### config.mk
export PLATFORM = sky130hd
export DESIGN_NAME = multiword_add_sequencer
export DESIGN_NICKNAME = d
export VERILOG_FILES = /design/src/rtl/multiword_add_sequencer.sv
export SDC_FILE = /design/constraint.sdc
export NUM_CORES = 1
export LEC_CHECK = 0
export ABC_AREA = 1
export BUFFER_PORTS_ARGS = -buffer_cell sky130_fd_sc_hd__buf_2
export CORE_MARGIN = 2
export CORE_UTILIZATION = 45
export DETAILED_ROUTE_END_ITERATION = 12
export HOLD_SLACK_MARGIN = 0.06
export PLACE_DENSITY = 0.7
export SETUP_SLACK_MARGIN = 0.15
export SLEW_MARGIN = 20
export SYNTH_ARGS = -nofsm -noshare
export SYNTH_HDL_FRONTEND = slang
export SYNTH_SLANG_ARGS = --single-unit
### constraint.sdc
create_clock -name clk -period 2.3 [get_ports clk]
set_input_delay 0.115 -clock clk [delete_from_list [all_inputs] [get_ports clk]]
set_output_delay 0.115 -clock clk [all_outputs]
set_load 0.005 [all_outputs]
### src/rtl/multiword_add_sequencer.sv
// multiword_add_sequencer
// Drives one narrow combinational adder word-by-word (LSW first) to add or
// subtract operands WORDS times wider. The carry between words is held in a
// register. A requester talks to it through a start/done handshake.
//
// Handshake: start is looked at only in IDLE. When it is accepted, op_a, op_b
// and sub are captured on the same edge. Later starts are ignored while busy.
// done pulses for exactly one cycle. result/cf/of stay valid from that cycle
// until the next start is accepted.
module multiword_add_sequencer #(
  parameter int DATA_WIDTH = 8,
  parameter int WORDS      = 4
) (
  input  logic                        clk,
  input  logic                        rst,
  input  logic                        start,
  input  logic                        sub,
  input  logic [DATA_WIDTH*WORDS-1:0] op_a,
  input  logic [DATA_WIDTH*WORDS-1:0] op_b,
  output logic                        busy,
  output logic                        done,
  output logic [DATA_WIDTH*WORDS-1:0] result,
  output logic                        cf,
  output logic                        of,
  output logic [DATA_WIDTH-1:0]       add_a,
  output logic [DATA_WIDTH-1:0]       add_b,
  output logic                        add_cin,
  input  logic [DATA_WIDTH-1:0]       add_s,
  input  logic                        add_cf,
  input  logic                        add_of,
  output logic [1:0]                  dbg_state
);

  localparam int W     = DATA_WIDTH * WORDS;
  localparam int IDX_W = (WORDS > 1) ? $clog2(WORDS) : 1;
  localparam logic [IDX_W-1:0] LAST_IDX = IDX_W'(WORDS - 1);

  typedef enum logic [1:0] {
    IDLE = 2'd0,
    RUN  = 2'd1,
    DONE = 2'd2
  } state_t;

  state_t           state_q, state_d;
  logic [IDX_W-1:0] idx_q, idx_d;
  logic             carry_q, carry_d;
  logic             sub_q, sub_d;
  logic [W-1:0]     a_q, a_d;
  logic [W-1:0]     b_q, b_d;
  logic [W-1:0]     result_q, result_d;
  logic             cf_q, cf_d;
  logic             of_q, of_d;

  // Next-state logic and the adder port drive. The adder is idle (all zero)
  // outside RUN.
  always_comb begin
    state_d  = state_q;
    idx_d    = idx_q;
    carry_d  = carry_q;
    sub_d    = sub_q;
    a_d      = a_q;
    b_d      = b_q;
    result_d = result_q;
    cf_d     = cf_q;
    of_d     = of_q;
    add_a    = '0;
    add_b    = '0;
    add_cin  = 1'b0;
    case (state_q)
      IDLE: begin
        if (start) begin
          a_d      = op_a;
          b_d      = op_b;
          sub_d    = sub;
          idx_d    = '0;
          // For subtraction the carry-in is 1, so with B inverted
          // we get A + ~B + 1.
          carry_d  = sub;
          result_d = '0;
          cf_d     = 1'b0;
          of_d     = 1'b0;
          state_d  = RUN;
        end
      end
      RUN: begin
        add_a   = a_q[idx_q*DATA_WIDTH +: DATA_WIDTH];
        add_b   = b_q[idx_q*DATA_WIDTH +: DATA_WIDTH] ^ {DATA_WIDTH{sub_q}};
        add_cin = carry_q;
        result_d[idx_q*DATA_WIDTH +: DATA_WIDTH] = add_s;
        carry_d = add_cf;
        if (idx_q == LAST_IDX) begin
          // A subtraction reports borrow, which is the inverse of carry-out.
          cf_d    = add_cf ^ sub_q;
          of_d    = add_of;
          state_d = DONE;
        end else begin
          idx_d = idx_q + 1'b1;
        end
      end
      DONE: begin
        state_d = IDLE;
      end
      default: begin
        state_d = IDLE;
      end
    endcase
  end

  // State register. A reset here throws away any operation that is in flight.
  always_ff @(posedge clk) begin
    if (rst) begin
      state_q  <= IDLE;
      idx_q    <= '0;
      carry_q  <= 1'b0;
      sub_q    <= 1'b0;
      a_q      <= '0;
      b_q      <= '0;
      result_q <= '0;
      cf_q     <= 1'b0;
      of_q     <= 1'b0;
    end else begin
      state_q  <= state_d;
      idx_q    <= idx_d;
      carry_q  <= carry_d;
      sub_q    <= sub_d;
      a_q      <= a_d;
      b_q      <= b_d;
      result_q <= result_d;
      cf_q     <= cf_d;
      of_q     <= of_d;
    end
  end

  assign busy      = (state_q != IDLE);
  assign done      = (state_q == DONE);
  assign result    = result_q;
  assign cf        = cf_q;
  assign of        = of_q;
  assign dbg_state = state_q;

endmodule

==> impl_results.md <==
* Clock sink count at 104
* Initial antenna violation count at 1
* CTS Buffer Depth at 2
* Per-cell routed wire length at around 13 um
* Initial Utilization at 0.4659
* # port buffers at about 130
* Maximum vdd drop at around 270 uV
* R2r worst-path depth at 6
* Worst Clk Skew at between 0.01 and 0.015 ns
* Worst r2r dst: result[15]$_SDFFE_PP0P_
* CP max FO at 34
* NetSw at 1100 uW
* Clock power share at 0.273
* Pins Over Slew Limit at 0
* Netlist cell types at 31
* Setup TNS at 0 ns
* CTS Hold Buffers Added at 68
* CTS tree: done
* Critical-path top delay cell: buf_4
* Static leakage at around 0.0028 uW
* Global Route Usage Sum at 0.2306
* RSZ-0062 raised after global routing: false
* Final HPWL DP at around 9 mm
* Netlist Area Pre-Place at 4831 um2
* Final period util at 0.8522
* Synth Register Bits at 104
* Most common cell after layout, fill and taps aside: nor2_1
* CP Capture Type: output port
* Iteration-0 DRC Markers at 240
* Grt ovf at 0
* Largest family of logic cells by synthesized area: simple AND/OR/NAND/NOR gates
* Syn nets at around 770
* Multi-input logic area at 2327 um2
* YS warnings at 0
* Fillers at 956
* First-pass GRT wire length at 21.31 mm
* Drt drc at 0
* Worst-path clk slew at approximately 0.10 ns
* Syn Inst Count at 681
* Post-CTS sizing at 0
* Worst min path class: in -> reg
* Finished Cell Area at 6260 um2
* DR pass1 iterations at 5
* Combinational power share at 0.196
* Total Wirelength at 13.24 mm
* Share of cells above drive strength 1 at 0.1984
* CTS buffer count at 9
* Switching Share at 0.2951
* Hold Violations, Final at 0
* Most frequent cells in the layout: 202 x nor2_1, 132 x buf_2, 104 x dfxtp_1, 88 x nand2_1, 81 x o21ai_0
* Root Buffer: clkbuf_8
* WP data required at between 2 and 2.5 ns
* Power Dens Cells at 595.4 nW/um2
* Final min period at 1.960 ns
* Dominant synthesized flop cell: dfxtp_1
* Post-synth EDFFs at 0
* Io pins at ~130
* Register Area at 2082 um2
* Vias per cell at about 5.0
* Seq pwr share at 0.532
* Slowest cell delay on critical path at 0.36 ns
* Mux share of post-synthesis cell area at 0
* Synthesis-to-finish area growth at 29.58%
* Max Cap Viol at 0
* Status: finished, final reports clean
* Gpl congestion at 0.8835
* Simple logic cell fraction of the synthesized area at 0.3323
* Cell Int Power at 2627 uW
* Core ar. at 10370 um2
* Die Ht at around 110 um
* R2R Setup Slk at 0.52 ns
* Largest net degree at the start of global routing at a little over 70
* Critical-path cell list: inv_2 > buf_4 > nand2_1 > nand3_1 > a21oi_1 > nor2_1 > buf_2
* Worst-Margin Slew at 0.5900 ns
* Max-slew headroom at 0.6061
* Routed via count at around 5000
* Post-Synth XOR/XNOR Area at 0
* CTS H-Tree Depth at 3
* CP Launch Type: flop
* Compound-Gate Fraction of Synth Area at 0.1339
* Post-route ant nets at 0
* Async SR Flop Fraction at 0
* Final setup violation count at 0
* Fmax at 510.2 MHz
* Hold depth at 3
* R2r startpoint: idx_q[0]$_SDFFE_PP0P_
* Setup Fix Bufs, Post-CTS at 0
* Chip width at between 100 and 150 um
* Post-synthesis sequential area ratio at 0.4310
* Clk_lat worst skew at 0.38 ns
* Adder-cell area share of the yosys netlist at 0.01554
* Final net count at 941
* WHS Endpoint: sub_q$_SDFFE_PP0P_
* Synth Area per Inst at 7.094 um2
* Worst endpoint data arrival time at 1.85 ns
* CP Class: reg -> out
* Post-DP Area at 5411 um2
* Vias in the first global route at 4633
* Site row count at 37
* Die area at 11580 um2
* Hold Path Origin: start
==> cells in the mapped netlist (2+ instances only) <==
library cell / instances / area (um2)
a21oi_1: 47 / 235.2
nor2_2: 2 / 12.51
nand4_1: 2 / 12.51
inv_2: 4 / 15.01
nor2_1: 202 / 758.2
buf_4: 4 / 30.03
buf_6: 7 / 78.83
ha_1: 6 / 75.07
inv_1: 16 / 60.06
nand2_2: 2 / 12.51
nand3_1: 59 / 295.3
clkbuf_2: 2 / 10.01
nor3_1: 7 / 35.03
nand3b_1: 7 / 52.55
nor2_4: 3 / 33.78
buf_8: 3 / 45.04
clkbuf_8: 4 / 55.05
clkbuf_1: 14 / 52.55
o21ai_0: 81 / 405.4
nand3_4: 2 / 35.03
nand2_1: 88 / 330.3
buf_2: 7 / 35.03
dfxtp_1: 104 / 2082
==> area by class of cell <==
type                            count  area share
Clock inverter                      5    0.005397
Inverter                           21     0.01259
Timing Repair Buffer              209      0.2291
Clock buffer                       11     0.02099
Multi-Input combinational cell    512      0.3718
Sequential cell                   104      0.3326
Antenna cell                        1   0.0003998
Tap cell                          136     0.02718
==> power by group through the flow <==
stage                     Combinational (uW)  Clock [uW]  Sequential, uW
final                                    730        1020            1980
after global routing                     827        1110            2000
after CTS                                724        1030            1980
after detailed placement                 635           0            2020
after global placement                   620           0            2020
after floorplan                          484           0            2000
==> routing by layer <==
layer / global-route usage / wire length (um) / vias to the layer above
met5: 0 / 0 / -
met4: 0.09982 / 272 / 0
met3: 0.03511 / 773 / 23
met2: 0.3693 / 6001 / 165
met1: 0.3080 / 6193 / 2274
li1: - / - / 2560
==> through the flow <==
step	cells	utilization	setup WS, ns	hold WS (ns)	power (uW)
floorplan	681	-	0.4610	0.2750	2486
global placement	914	0.5218	0.5993	0.3658	2638
detailed placement	914	0.5218	0.5635	0.3725	2656
CTS	998	0.6034	0.3402	0.06550	3730
global route	999	0.6036	0.2237	0.08998	3928
finish	999	0.6036	0.3399	0.06842	3727
==> state kept, by name, summed over array words and instances (netlist names) <==
name,cells
carry_q,1
of,1
a_q,32
result,32
idx_q,2
dbg_state,2
cf,1
b_q,32
sub_q,1
==> cells by family (layout without fill, tap and decap cells) <==
group,count (synthesis),in the layout
AND/OR/NAND/NOR,377,377
AO/OA/AOI/OAI,129,129
other,0,1
buffers and inverters,65,246
adder cells (fa/ha/maj),6,6
flip-flops,104,104
==> how the worst max path moves through the flow <==
stage / slack [ns] / endpoint / from / cells after the start
after global routing: 0.22 / add_b[0] / idx_q[0]$_SDFFE_PP0P_ / 7
after detailed placement: 0.56 / result[15]$_SDFFE_PP0P_ / idx_q[0]$_SDFFE_PP0P_ / 6
after global placement: 0.60 / result[14]$_SDFFE_PP0P_ / idx_q[0]$_SDFFE_PP0P_ / 6
after CTS: 0.34 / add_b[7] / idx_q[0]$_SDFFE_PP0P_ / 7
final: 0.34 / add_b[7] / idx_q[0]$_SDFFE_PP0P_ / 7
after floorplan: 0.46 / result[0]$_SDFFE_PP0P_ / idx_q[1]$_SDFFE_PP0P_ / 9
==> critical path, delay by kind of cell (launching register included) <==
family	cells	cell delay (ns)
buffers and inverters	3	0.66
AOI/OAI and AO/OA	1	0.09
DFF	1	0.33
and+or+nand+nor	3	0.39
Note: power is estimated with default switching activity, not from simulation.
